## config.mk

```make
export PLATFORM = sky130hd
export DESIGN_NAME = rgb_to_ycbcr_pipe
export DESIGN_NICKNAME = d
export VERILOG_FILES = /design/src/rtl/ycbcr_pkg.sv /design/src/rtl/ycbcr_range_scale.sv /design/src/rtl/rgb_to_ycbcr_pipe.sv
export SDC_FILE = /design/constraint.sdc
export NUM_CORES = 1
export LEC_CHECK = 0
export ABC_AREA = 0
export ABC_CLOCK_PERIOD_IN_PS = 18390
export CORE_AREA = 2 2 209 211
export CTS_CLUSTER_SIZE = 16
export DETAILED_ROUTE_END_ITERATION = 12
export DIE_AREA = 0 0 211 213
export PLACE_DENSITY = 0.91
export SLEW_MARGIN = 20
export SYNTH_ARGS = -nofsm -noshare
export SYNTH_HDL_FRONTEND = slang
export SYNTH_SLANG_ARGS = --single-unit
```

## constraint.sdc

```tcl
create_clock -name clk -period 18.39 [get_ports clk]
set_input_delay 3.678 -clock clk [delete_from_list [all_inputs] [get_ports clk]]
set_output_delay 3.678 -clock clk [all_outputs]
set_load 0.05 [all_outputs]
```

## src/rtl/ycbcr_pkg.sv

```systemverilog
`default_nettype none
// +----------------------------------------------------------------------+
// | Module      : ycbcr_pkg                                              |
// | Description : Shared constants for the RGB->YCbCr pipeline:          |
// |               BT.601/BT.709 coefficient sets, mode encodings and     |
// |               limited-range bounds/scale factors.                    |
// | Revision    : 1.0 - initial release                                  |
// +----------------------------------------------------------------------+
package ycbcr_pkg;

  // Mode select encodings
  localparam logic c_STD_601       = 1'b0;
  localparam logic c_STD_709       = 1'b1;
  localparam logic c_RANGE_FULL    = 1'b0;
  localparam logic c_RANGE_LIMITED = 1'b1;

  // Coefficients are tabulated at scale 2^10 and rescaled to COEF_FRAC
  localparam int c_COEF_TAB_FRAC = 10;

  // [std][row][col]; rows are Y, Cb, Cr; cols are R, G, B
  localparam int c_COEF [2][3][3] = '{
    '{ '{ 306,  601,  117}, '{-173, -339,  512}, '{ 512, -429,  -83} },
    '{ '{ 218,  732,   74}, '{-117, -395,  512}, '{ 512, -465,  -47} }
  };

  // Limited-range bounds (8-bit units) and scale factors (scale 256)
  localparam int c_LIM_LO    = 16;
  localparam int c_LIM_Y_HI  = 235;
  localparam int c_LIM_C_HI  = 240;
  localparam int c_Y_SCALE   = 220;
  localparam int c_C_SCALE   = 225;

  // Re-express a tabulated coefficient at 2^frac scale
  function automatic int f_scale_coef(input int c, input int frac);
    return (c * (1 << frac)) / (1 << c_COEF_TAB_FRAC);
  endfunction

endpackage
`default_nettype wire

```

## src/rtl/ycbcr_range_scale.sv

```systemverilog
`default_nettype none
// +----------------------------------------------------------------------+
// | Module      : ycbcr_range_scale                                      |
// | Description : Combinational full->limited range mapping for one luma |
// |               and two chroma channels; passthrough in full range.    |
// | Revision    : 1.0 - initial release                                  |
// +----------------------------------------------------------------------+
module ycbcr_range_scale
  import ycbcr_pkg::*;
#(
  parameter int DATA_W = 8
)
(
  input  logic              i_range,
  input  logic [DATA_W-1:0] i_y,
  input  logic [DATA_W-1:0] i_cb,
  input  logic [DATA_W-1:0] i_cr,
  output logic [DATA_W-1:0] o_y,
  output logic [DATA_W-1:0] o_cb,
  output logic [DATA_W-1:0] o_cr
);

  localparam int c_K = 1 << (DATA_W - 8);
  localparam int c_W = DATA_W + 10;

  localparam logic signed [c_W-1:0] c_MID  = c_W'(1 << (DATA_W - 1));
  localparam logic signed [c_W-1:0] c_LO   = c_W'(c_LIM_LO * c_K);
  localparam logic signed [c_W-1:0] c_YHI  = c_W'(c_LIM_Y_HI * c_K);
  localparam logic signed [c_W-1:0] c_CHI  = c_W'(c_LIM_C_HI * c_K);
  localparam logic signed [c_W-1:0] c_YS   = c_W'(c_Y_SCALE);
  localparam logic signed [c_W-1:0] c_CS   = c_W'(c_C_SCALE);
  localparam logic signed [c_W-1:0] c_HALF = c_W'(128);

  function automatic logic [DATA_W-1:0] f_clamp(input logic signed [c_W-1:0] v,
                                                input logic signed [c_W-1:0] hi);
    if (v < c_LO) return DATA_W'(c_LO);
    if (v > hi)   return DATA_W'(hi);
    return DATA_W'(v);
  endfunction

  function automatic logic [DATA_W-1:0] f_luma(input logic [DATA_W-1:0] y);
    logic signed [c_W-1:0] t;
    t = $signed(c_W'(y));
    t = ((t * c_YS + c_HALF) >>> 8) + c_LO;
    return f_clamp(t, c_YHI);
  endfunction

  // Chroma is scaled about mid so the neutral point is preserved
  function automatic logic [DATA_W-1:0] f_chroma(input logic [DATA_W-1:0] c);
    logic signed [c_W-1:0] t;
    t = $signed(c_W'(c)) - c_MID;
    t = ((t * c_CS + c_HALF) >>> 8) + c_MID;
    return f_clamp(t, c_CHI);
  endfunction

  // Select passthrough or limited-range mapping
  always_comb begin
    o_y  = i_y;
    o_cb = i_cb;
    o_cr = i_cr;
    if (i_range == c_RANGE_LIMITED) begin
      o_y  = f_luma(i_y);
      o_cb = f_chroma(i_cb);
      o_cr = f_chroma(i_cr);
    end
  end

endmodule
`default_nettype wire

```

## src/rtl/rgb_to_ycbcr_pipe.sv

```systemverilog
`default_nettype none
// +----------------------------------------------------------------------+
// | Module      : rgb_to_ycbcr_pipe                                      |
// | Description : 3-stage RGB->YCbCr converter with valid/ready stream,  |
// |               per-frame standard/range mode and sof/eol sideband.    |
// | Revision    : 1.0 - initial release                                  |
// +----------------------------------------------------------------------+
module rgb_to_ycbcr_pipe
  import ycbcr_pkg::*;
#(
  parameter int DATA_W    = 8,
  parameter int COEF_FRAC = 10
)
(
  input  logic              clk,
  input  logic              rst,
  input  logic              s_valid,
  output logic              s_ready,
  input  logic [DATA_W-1:0] s_r,
  input  logic [DATA_W-1:0] s_g,
  input  logic [DATA_W-1:0] s_b,
  input  logic              s_sof,
  input  logic              s_eol,
  input  logic              std_sel,
  input  logic              range_sel,
  output logic              m_valid,
  input  logic              m_ready,
  output logic [DATA_W-1:0] m_y,
  output logic [DATA_W-1:0] m_cb,
  output logic [DATA_W-1:0] m_cr,
  output logic              m_sof,
  output logic              m_eol
);

  localparam int c_PROD_W = DATA_W + COEF_FRAC + 2;
  localparam int c_SUM_W  = c_PROD_W + 2;

  localparam logic signed [c_SUM_W-1:0] c_ROUND   = c_SUM_W'(1 << (COEF_FRAC - 1));
  localparam logic signed [c_SUM_W-1:0] c_MID_OFS = c_SUM_W'(1 << (DATA_W - 1 + COEF_FRAC));
  localparam logic signed [c_SUM_W-1:0] c_MAX     = c_SUM_W'((1 << DATA_W) - 1);

  logic w_adv, w_accept, w_std, w_rng;
  logic r_std, r_rng;
  logic signed [c_PROD_W-1:0] w_comp [3];
  logic signed [c_PROD_W-1:0] w_prod [3][3];

  // S1 registers
  logic                       r_v1, r_sof1, r_eol1, r_rng1;
  logic signed [c_PROD_W-1:0] r_p1 [3][3];
  // S2 registers
  logic                       r_v2, r_sof2, r_eol2, r_rng2;
  logic [DATA_W-1:0]          r_y2, r_cb2, r_cr2;
  // S3 combinational result
  logic [DATA_W-1:0]          w_y3, w_cb3, w_cr3;

  assign w_adv    = !m_valid || m_ready;
  assign s_ready  = w_adv;
  assign w_accept = s_valid && w_adv;
  // A sof beat uses the mode it carries, not the previously latched one
  assign w_std    = (w_accept && s_sof) ? std_sel   : r_std;
  assign w_rng    = (w_accept && s_sof) ? range_sel : r_rng;

  // Sum, offset, round and clamp one channel back to DATA_W
  function automatic logic [DATA_W-1:0] f_norm(input logic signed [c_PROD_W-1:0] a,
                                               input logic signed [c_PROD_W-1:0] b,
                                               input logic signed [c_PROD_W-1:0] c,
                                               input logic chroma);
    logic signed [c_SUM_W-1:0] s;
    s = c_SUM_W'(a) + c_SUM_W'(b) + c_SUM_W'(c) + c_ROUND;
    if (chroma) s = s + c_MID_OFS;
    s = s >>> COEF_FRAC;
    if (s < 0)     return '0;
    if (s > c_MAX) return '1;
    return DATA_W'(s);
  endfunction

  // Nine component x coefficient products for the S1 register
  always_comb begin
    w_comp[0] = c_PROD_W'($signed({1'b0, s_r}));
    w_comp[1] = c_PROD_W'($signed({1'b0, s_g}));
    w_comp[2] = c_PROD_W'($signed({1'b0, s_b}));
    for (int row = 0; row < 3; row++) begin
      for (int col = 0; col < 3; col++) begin
        w_prod[row][col] = w_comp[col] *
          c_PROD_W'(f_scale_coef(c_COEF[w_std][row][col], COEF_FRAC));
      end
    end
  end

  ycbcr_range_scale #(
    .DATA_W (DATA_W)
  ) u_range (
    .i_range (r_rng2),
    .i_y     (r_y2),
    .i_cb    (r_cb2),
    .i_cr    (r_cr2),
    .o_y     (w_y3),
    .o_cb    (w_cb3),
    .o_cr    (w_cr3)
  );

  // Frame mode register, loaded only on an accepted sof beat
  always_ff @(posedge clk) begin
    if (rst) begin
      r_std <= c_STD_709;
      r_rng <= c_RANGE_FULL;
    end else if (w_accept && s_sof) begin
      r_std <= std_sel;
      r_rng <= range_sel;
    end
  end

  // Lock-step pipeline; every stage holds when the output is stalled
  always_ff @(posedge clk) begin
    if (rst) begin
      r_v1 <= 1'b0; r_sof1 <= 1'b0; r_eol1 <= 1'b0; r_rng1 <= 1'b0;
      for (int row = 0; row < 3; row++)
        for (int col = 0; col < 3; col++)
          r_p1[row][col] <= '0;
      r_v2 <= 1'b0; r_sof2 <= 1'b0; r_eol2 <= 1'b0; r_rng2 <= 1'b0;
      r_y2 <= '0; r_cb2 <= '0; r_cr2 <= '0;
      m_valid <= 1'b0; m_sof <= 1'b0; m_eol <= 1'b0;
      m_y <= '0; m_cb <= '0; m_cr <= '0;
    end else if (w_adv) begin
      r_v1   <= s_valid;
      r_sof1 <= s_valid && s_sof;
      r_eol1 <= s_valid && s_eol;
      r_rng1 <= w_rng;
      r_p1   <= w_prod;
      r_v2   <= r_v1;
      r_sof2 <= r_sof1;
      r_eol2 <= r_eol1;
      r_rng2 <= r_rng1;
      r_y2   <= f_norm(r_p1[0][0], r_p1[0][1], r_p1[0][2], 1'b0);
      r_cb2  <= f_norm(r_p1[1][0], r_p1[1][1], r_p1[1][2], 1'b1);
      r_cr2  <= f_norm(r_p1[2][0], r_p1[2][1], r_p1[2][2], 1'b1);
      m_valid <= r_v2;
      m_sof   <= r_sof2;
      m_eol   <= r_eol2;
      m_y     <= w_y3;
      m_cb    <= w_cb3;
      m_cr    <= w_cr3;
    end
  end

endmodule
`default_nettype wire

```

[Yosys cells after proc, flatten, opt, wreduce, memory -nomap -nowiden]
Index checks and enable logic that the tools add are counted.
Cells by class
  order comparisons: 13
  bitwise gates (word level): 1
  add/sub/neg operators: 19
  multiplexer cells: 72
  reductions and logical operators: 6
  $mul: 12
Operators by type and width (count)
  276-bit two-way mux: 2
  265-bit two-way mux: 1
  8-bit two-way mux: 27
  9-bit by 20-bit multiplier with 20-bit output: 9
  22-bit two-way mux: 4
  21-bit by 20-bit adder with 22-bit output: 3
  22-bit by 11-bit adder with 22-bit output, second input constant: 3
  20-bit by 20-bit adder with 21-bit output: 3
  18-bit by 9-bit greater-than comparator with 1-bit output, second input constant: 3
  18-bit by 6-bit less-than comparator with 1-bit output, second input constant: 3
  22-bit by 19-bit adder with 22-bit output, second input constant: 2
  1-bit two-way mux: 38
  18-bit by 9-bit adder with 18-bit output, second input constant: 2
  12-bit by 9-bit greater-than comparator with 1-bit output, second input constant: 3
  12-bit by 1-bit less-than comparator with 1-bit output, second input constant: 3
  18-bit by 9-bit multiplier with 18-bit output, second input constant: 2
  10-bit by 9-bit adder with 11-bit output, second input constant: 2
  8-bit by 8-bit subtractor with 9-bit output, second input constant: 2
  16-bit by 8-bit adder with 17-bit output, second input constant: 1
  8-bit by 6-bit multiplier with 14-bit output, second input constant: 1
  10-bit by 6-bit adder with 11-bit output, second input constant: 1
  1-bit logical AND: 4
  2-bit greater-or-equal comparator, second input constant: 1
  1-bit inverter with 2-bit output: 1
  other kinds (2): 2
Word-level totals
  output and inout bits: 28
  register bits: 241
  word-level logic and storage cells: 151
  input port bits: 32

[Longest topological paths before layout]
Gate-level depths: netlist of the first run.
  depth after elaboration: 15
  gate-level depth with buffers: 28
  depth with buffers taken out: 25

[Hierarchy]
A second synthesis of the first run with hierarchy kept.
Unflattened totals
  cells, all modules: 3328
  area, all modules: 28305.9 sq um
By module, submodules not included
  rgb_to_ycbcr_pipe: area each 23951.7 sq um, times used 1, sequential area each 4103.9 sq um, cells each 2826
  ycbcr_range_scale: area each 4354.2 sq um, times used 1, sequential area each 0.0 sq um, cells each 502

[Worst setup path before layout of the first run]
No wires, ideal clock.
  path kind: input to register
  start: input port m_ready
  end: register r_p1[99] in the netlist's numbering
  cell stages on the path: 24
  arrival time: 9191 ps
  required time: 18304 ps
  setup time: 86 ps
  slack: 9113 ps
  buffers on the path: 3
  path through: nor2b_1 -> clkbuf_1 -> nor2_1 -> mux2i_1 -> clkbuf_1 -> clkbuf_1 -> and2_1 -> ha_1 -> inv_1 -> fa_1 -> fa_1 -> fa_1 -> inv_1 -> ha_1 -> nor2b_1 -> o21ai_0 -> a21boi_0 -> o21ai_0 -> a22oi_1 -> and4_1 -> o31ai_1 -> o21ai_0 -> xnor2_1 -> a211oi_1
Between the ends
  cells in the longest elaborated chain, start to end: 9
Ends and longest elaborated chain
  start, declared: RTL line rgb_to_ycbcr_pipe.sv:27  | input logic m_ready,
  1-bit logical OR *: RTL line rgb_to_ycbcr_pipe.sv:56  | assign w_adv = !m_valid || m_ready;
  1-bit logical AND: RTL line rgb_to_ycbcr_pipe.sv:58  | assign w_accept = s_valid && w_adv;
  1-bit logical AND: RTL line rgb_to_ycbcr_pipe.sv:60  | assign w_std = (w_accept && s_sof) ? std_sel : r_std;
  1-bit two-way mux
  1-bit inverter with 2-bit output (not written as such): RTL line rgb_to_ycbcr_pipe.sv:85  | c_PROD_W'(f_scale_coef(c_COEF[w_std][row][col], COEF_FRAC));
  265-bit two-way mux
  276-bit two-way mux (2 in series)
  9-bit by 20-bit multiplier with 20-bit output: RTL line rgb_to_ycbcr_pipe.sv:84  | w_prod[row][col] = w_comp[col] *
  end signal, assigned: RTL line rgb_to_ycbcr_pipe.sv:129  | r_p1 <= w_prod;
  end, declared: RTL line rgb_to_ycbcr_pipe.sv:49  | logic signed [c_PROD_W-1:0] r_p1 [3][3];
Mark *: on every way between the ends. The rest lies on a longest branch, timed or not. The select of a mux whose other input is x is not followed.
A chain may end at the register's enable or synchronous reset.

[Worst setup path in the final report of the first run]
  start: input port s_valid
  end: register r_p1[99] in the netlist's numbering
Between the ends
  cells in the longest elaborated chain, start to end: 8
Ends and longest elaborated chain
  start, declared: RTL line rgb_to_ycbcr_pipe.sv:17  | input logic s_valid,
  1-bit logical AND: RTL line rgb_to_ycbcr_pipe.sv:58
  1-bit logical AND: RTL line rgb_to_ycbcr_pipe.sv:60
  1-bit two-way mux
  1-bit inverter with 2-bit output (not written as such): RTL line rgb_to_ycbcr_pipe.sv:85
  265-bit two-way mux
  276-bit two-way mux (2 in series)
  9-bit by 20-bit multiplier with 20-bit output: RTL line rgb_to_ycbcr_pipe.sv:84
No other way between the ends. The select of a mux whose other input is x is not followed.

==> flow_metrics.tcl, run 1 <==
set metrics [dict create \
    setup_viol 0 \
    syn_to_final_growth_pct 7.27 \
    period_share_pct 53.5 \
    grt_antenna_before_repair 2 \
    period_needed_ns 9.84 \
    cts_max_path_buffers 3 \
    die_y_um 213 \
    crit_top_cell "fa_1" \
    h-tree-depth 1 \
    synth_area_um2 27500 \
    core_area_um2 42700 \
    numPortBuffers 59 \
    end_kind "flop" \
    slowest_delay_ns 0.62 \
    hp-class "reg -> reg" \
    drt_first_pass_iters 6 \
    ys_ff_latch 205 \
    avgSynthCellArea_um2 8.90 \
    cts_tree "done" \
    synthArstFlopShare_pct 0 \
    dieArea_um2 44900 \
    cp_slowest_cell "mux2_2" \
    dp_hpwl_um 54300 \
    drt_iter0_markers 1730 \
    vias_per_cell 6.00 \
    setup.worst_path.start "s_valid" \
    slew_headroom_pct 26.7 \
    cp_num_buf_inv 3 \
    synth_cell_types 85 \
    drv_cap 0 \
    arrival_ns 10.32 \
    ant_nets 0 \
    fin_setup_tns_ns 0 \
    grt_usage_pct 31.7 \
    wirelength_um 69400 \
    cts.clk_slew.worst_paths_ns 0.06 \
    cp_cell_sequence "clkdlybuf4s50_1, nand2_1, nor2_1, mux2_2, and2_1, fa_1, inv_1, fa_1, fa_1, fa_1, inv_1, ha_1, nor2b_1, o21ai_0, a21boi_0, o21ai_0, a22oi_1, and4_1, o31ai_1, o21ai_0, xnor2_1, a211oi_1" \
    synth_edf_count 0 \
    startpoint_type "primary input" \
    wl_per_cell_um 18.9 \
    initial_core_util_pct 64.3 \
    seqCellArea_um2 4100 \
    ys_warn_count 0 \
    io_pins 60 \
    place_congestion 0.961 \
    rsz0062_at_grt "no" \
    synth_top_area_share_pct 24.0 \
    ys.flop_type "dfxtp_1" \
    die_x_um 211 \
    n_antenna_cell 0 \
    fin_skew_ns 0.0201 \
    overflow 0 \
    clkLatencyLatePin_ns 0.56 \
    multiInputGateArea_um2 21100 \
    hold_viol_final 0 \
    grt_pass1_wl_um 114000 \
    fin_hold_ws_ns 0.449 \
    clkSinkCount 205 \
    path_max_fanout 24 \
    layout.cells.non_filler 3675 \
    crit-reg2reg-launch "m_valid$_SDFFE_PP0N_" \
    vias 22032 \
    post-cts-setup-buffers 0 \
    crit_family "adder cells" \
    synth_top_area_cell "ha_1" \
    nNetsFinal 3991 \
    post_cts_resized 0 \
    tightest_slew_ns 1.10 \
    required_ns 18.86 \
    fillers 2933 \
    fp-row-count 76 \
    max_freq_mhz 102 \
    ys_seq_area_share_pct 14.9 \
    final_util_pct 69.0 \
    cts_hold_buffers 0 \
    grt_pass1_vias 22880 \
    place_inst 3630 \
    slew_violations 0 \
    syn_inst 3084 \
    crit_type "in -> reg" \
    cts_buffers 25 \
    hp-start "m_cb[4]$_SDFFE_PP0N_" \
    grt_max_degree 169 \
    root_buffer "clkbuf_16" \
    status "finished, final reports clean" \
    synth_area_leaders "ha_1, fa_1, dfxtp_1" \
    drive_above_1_share_pct 3.07 \
    route.detailed.drc 0 \
]
==> state kept, by name (all words and copies together), names as in the netlist, 8 cells and up <==
name   count
m_cb       8
m_cr       8
m_y        8
r_cb2      8
r_cr2      8
r_p1     144
r_y2       8
==> metrics by stage <==
| stage | worst slack, ns | cell area, µm² |
|---|---|---|
| 3_5_place_dp | 8.04 | 28600 |
| 2_1_floorplan | 9.11 | 27500 |
| 6_report | 8.55 | 29500 |
| 3_3_place_gp | 8.49 | 28600 |
| 4_1_cts | 8.62 | 29500 |
| 5_1_grt | 8.15 | 29500 |
==> layout by cell type (no fill, tap or decap), types with 7 or more instances in the layout <==
| master | n |
|---|---|
| a31oi_1 | 13 |
| clkdlybuf4s50_1 | 58 |
| xor2_1 | 39 |
| fa_1 | 322 |
| a22o_1 | 13 |
| o21a_1 | 18 |
| xnor2_1 | 85 |
| ha_1 | 526 |
| a21o_1 | 31 |
| mux2i_1 | 7 |
| nor2_1 | 183 |
| inv_1 | 531 |
| a21oi_1 | 200 |
| o31ai_1 | 10 |
| o211ai_1 | 11 |
| a311oi_1 | 7 |
| nor2b_1 | 29 |
| a21boi_0 | 14 |
| a211oi_1 | 30 |
| o21ai_1 | 20 |
| or3_1 | 9 |
| nor3b_1 | 12 |
| nor3_1 | 55 |
| nand3_1 | 27 |
| nand4_1 | 7 |
| o21ai_0 | 87 |
| and2_1 | 26 |
| nand2_1 | 291 |
| and3_1 | 19 |
| conb_1 | 26 |
| dfxtp_1 | 205 |
| nand2b_1 | 25 |
| clkbuf_16 | 25 |
| o21bai_1 | 8 |
| or2_2 | 21 |
| or4_1 | 8 |
==> area by class of cell <==
class | instances | area share, %
inverter | 535 | 6.83
sequential | 205 | 13.9
tap | 546 | 2.32
clock inverter | 14 | 0.574
timing repair buffer | 67 | 2.32
clock buffer | 31 | 2.34
multi-input combinational | 2277 | 71.7
==> metal layers <==
metal  share of wire (%)  vias up  global-route usage (%)
met5               0.039        -                       0
met4                 6.3        4                    17.2
met1                  38    10505                    37.4
li1                    -    10186                       -
met2                  48      996                    55.2
met3                 7.4      341                    5.27
==> logic make-up (layout without fill, tap and decap cells) <==
logic type / after synthesis / in the layout / synth area share, %
other: 2 / 26 / 0.0274
AND/OR/NAND/NOR: 742 / 742 / 12.6
XOR/XNOR: 124 / 124 / 3.96
multiplexers: 9 / 9 / 0.333
buffers and inverters: 626 / 647 / 8.56
flip-flops: 205 / 205 / 14.9
AO/OA/AOI/OAI: 528 / 528 / 12.1
adder cells (fa/ha/maj): 848 / 848 / 47.5
==> tightest hold or removal path: cells and delay by family (launching register included) <==
kind / cells / cell delay (ns)
AOI/OAI and AO/OA: 1 / 0.05
and+or+nand+nor: 1 / 0.05
DFF: 1 / 0.31
==> cell usage after synthesis, drive strengths merged, types with 5 or more instances <==
| library cell | n |
|---|---|
| o211ai | 11 |
| clkbuf | 76 |
| nand4 | 7 |
| o21bai | 8 |
| a21oi | 200 |
| nor2 | 185 |
| nor4 | 9 |
| xnor2 | 85 |
| xor2 | 39 |
| nand2 | 291 |
| or3 | 9 |
| a21boi | 18 |
| a221oi | 5 |
| a31oi | 13 |
| a32oi | 5 |
| nand2b | 25 |
| a211oi | 31 |
| inv | 533 |
| buf | 15 |
| mux2i | 8 |
| nand3 | 27 |
| and2 | 26 |
| nor3b | 12 |
| a21o | 31 |
| nor3 | 55 |
| a311oi | 7 |
| and3 | 21 |
| or4 | 9 |
| fa | 322 |
| ha | 526 |
| o31a | 6 |
| a22o | 13 |
| o21a | 18 |
| a22oi | 5 |
| nor2b | 30 |
| or2 | 24 |
| o21ai | 107 |
| dfxtp | 205 |
| o31ai | 11 |
| o41ai | 6 |
==> final timing paths <==
kind / to / slack (ns) / cells after the start
min: m_cb[4]$_SDFFE_PP0N_ / 0.45 / 2
min reg2reg: m_cb[4]$_SDFFE_PP0N_ / 0.45 / 2
max: r_p1[99]$_SDFFE_PP0N_ / 8.55 / 22
max reg2reg: r_p1[99]$_SDFFE_PP0N_ / 11.90 / 21
Power of run 1 is left out: the tool's default activity adds up to more than one toggle a clock period on the data nets, which glitch-free logic cannot reach.
==> run 2, diff against run 1 <==
Settings changed: ABC_CLOCK_PERIOD_IN_PS 18390 to 9400.
Clock period 18.39 ns to 9.4 ns, I/O delays scaled along.
==> run 2 against run 1 <==
  * Global-route usage decreased by 0.71 points
  * Critical path depth unchanged
  * Setup slack got worse by 7.3 ns
==> flow_metrics.tcl, run 2 (synthesis gave the netlist of run 1 again) <==
set metrics [dict create \
    clkSinkCount 205 \
    arrival_ns 8.59 \
    dieArea_um2 44900 \
    wl_per_cell_um 18.4 \
    route.detailed.drc 0 \
    die_x_um 211 \
    drive_above_1_share_pct 3.07 \
    drt_first_pass_iters 7 \
    initial_core_util_pct 64.3 \
    slowest_delay_ns 0.61 \
    hp-class "reg -> reg" \
    final_common_cell "inv_1" \
    syn_to_final_growth_pct 6.94 \
    h-tree-depth 1 \
    required_ns 9.86 \
    cts_max_path_buffers 3 \
    fin_setup_tns_ns 0 \
    nNetsFinal 3993 \
    drv_cap 0 \
    fp-row-count 76 \
    pre_cts_ws_ns 0.976 \
    reg2reg_depth 21 \
    status "finished, final reports clean" \
    root_buffer "clkbuf_16" \
    clkLatencyLatePin_ns 0.54 \
    crit_type "in -> reg" \
    setup.worst_path.start "s_valid" \
    max_freq_mhz 123 \
    fin_hold_ws_ns 0.450 \
    cts.clk_slew.worst_paths_ns 0.07 \
    wirelength_um 67700 \
    tightest_slew_ns 1.13 \
    place_congestion 0.942 \
    post-cts-setup-buffers 0 \
    drt_iter0_markers 1591 \
    period_needed_ns 8.12 \
    r2r_slack_ns 2.78 \
    die_y_um 213 \
    grt_max_degree 101 \
    rsz0062_at_grt "no" \
    largest_register "r_p1" \
    slew_headroom_pct 24.7 \
    end_kind "flop" \
    vias 21845 \
    largest_register_ffs 144 \
    grt_antenna_before_repair 1 \
    cts_tree "done" \
    grt_pass1_vias 23078 \
    layout_common_cells "inv_1, ha_1, fa_1" \
    n_antenna_cell 0 \
    critical_path.endpoint "r_p1[99]$_SDFFE_PP0N_" \
    period_share_pct 86.4 \
    fin_skew_ns 0.0242 \
    setup_ws_ns 1.28 \
    grt_usage_pct 30.9 \
    crit_top_cell "fa_1" \
    cp_cell_sequence "clkdlybuf4s50_1, nand2_1, nor2_1, mux2_2, and2_1, fa_1, inv_1, fa_1, fa_1, fa_1, inv_1, ha_1, nor2b_1, o21ai_0, a21boi_0, o21ai_0, a22oi_1, and4_1, o31ai_1, o21ai_0, xnor2_1, a211oi_1" \
    layout.cells.non_filler 3674 \
    slew_violations 0 \
    cts_hold_buffers 0 \
    io_pins 60 \
    numPortBuffers 59 \
    ant_nets 0 \
    startpoint_type "primary input" \
    setup_viol 0 \
    grt_pass1_wl_um 112000 \
    dp_hpwl_um 53700 \
    hold_viol_final 0 \
    overflow 0 \
    place_inst 3633 \
    cts_buffers 24 \
    post_cts_resized 0 \
    cp_slowest_cell "mux2_2" \
    vias_per_cell 5.95 \
    crit-reg2reg-launch "m_valid$_SDFFE_PP0N_" \
    path_max_fanout 24 \
    reg2reg_to "r_p1[99]$_SDFFE_PP0N_" \
    core_area_um2 42700 \
]
run 2: how the worst min path moves through the flow:
stage	start	endpoint	slack, ns	cells after the start
finish	m_cb[4]$_SDFFE_PP0N_	m_cb[4]$_SDFFE_PP0N_	0.45	2
global route	m_cb[4]$_SDFFE_PP0N_	m_cb[4]$_SDFFE_PP0N_	0.47	2
CTS	m_cb[4]$_SDFFE_PP0N_	m_cb[4]$_SDFFE_PP0N_	0.46	2
detailed placement	m_cr[4]$_SDFFE_PP0N_	m_cr[4]$_SDFFE_PP0N_	0.44	1
global placement	m_cr[4]$_SDFFE_PP0N_	m_cr[4]$_SDFFE_PP0N_	0.44	1
floorplan	r_p1[119]$_SDFFE_PP0N_	r_p1[119]$_SDFFE_PP0N_	0.43	2
run 2: critical path: cells and delay by family:
family | cells | cell delay [ns]
buffers and inverters | 3 | 0.64
AO/OA/AOI/OAI | 7 | 1.67
multiplexers | 1 | 0.61
adder cells (fa/ha/maj) | 5 | 2.38
AND/OR/NAND/NOR | 5 | 1.21
XOR/XNOR | 1 | 0.15
run 2: layout make-up:
cell class	count	area [µm²]
clock inverter	13	118
fill	2981	13300
clock buffer	28	657
tap	546	683
inverter	535	2010
sequential	205	4100
timing repair buffer	70	674
multi-input combinational	2277	21100
run 2: metrics by stage:
| step | instance area (µm²) | util, % |
|---|---|---|
| 2_1_floorplan | 27500 | - |
| 3_3_place_gp | 28600 | 66.9 |
| 3_5_place_dp | 28600 | 66.9 |
| 4_1_cts | 29400 | 68.8 |
| 5_1_grt | 29400 | 68.8 |
| 6_report | 29400 | 68.8 |
run 2: routing by layer:
| metal | share of wire, % | GRT usage [%] | vias up |
|---|---|---|---|
| met3 | 6.2 | 4.40 | 319 |
| li1 | - | - | 10189 |
| met5 | 0.013 | 0 | - |
| met2 | 48 | 54.2 | 866 |
| met1 | 39 | 36.7 | 10469 |
| met4 | 6.5 | 17.1 | 2 |
Power of run 2 is left out for the same reason.
==> run 3, diff against run 2 <==
Settings changed: HOLD_SLACK_MARGIN set to 0.1.
==> results of run 3 <==
Final layout, timing and power as in run 2 (identical DEF).
Power of run 3 is left out for the same reason.
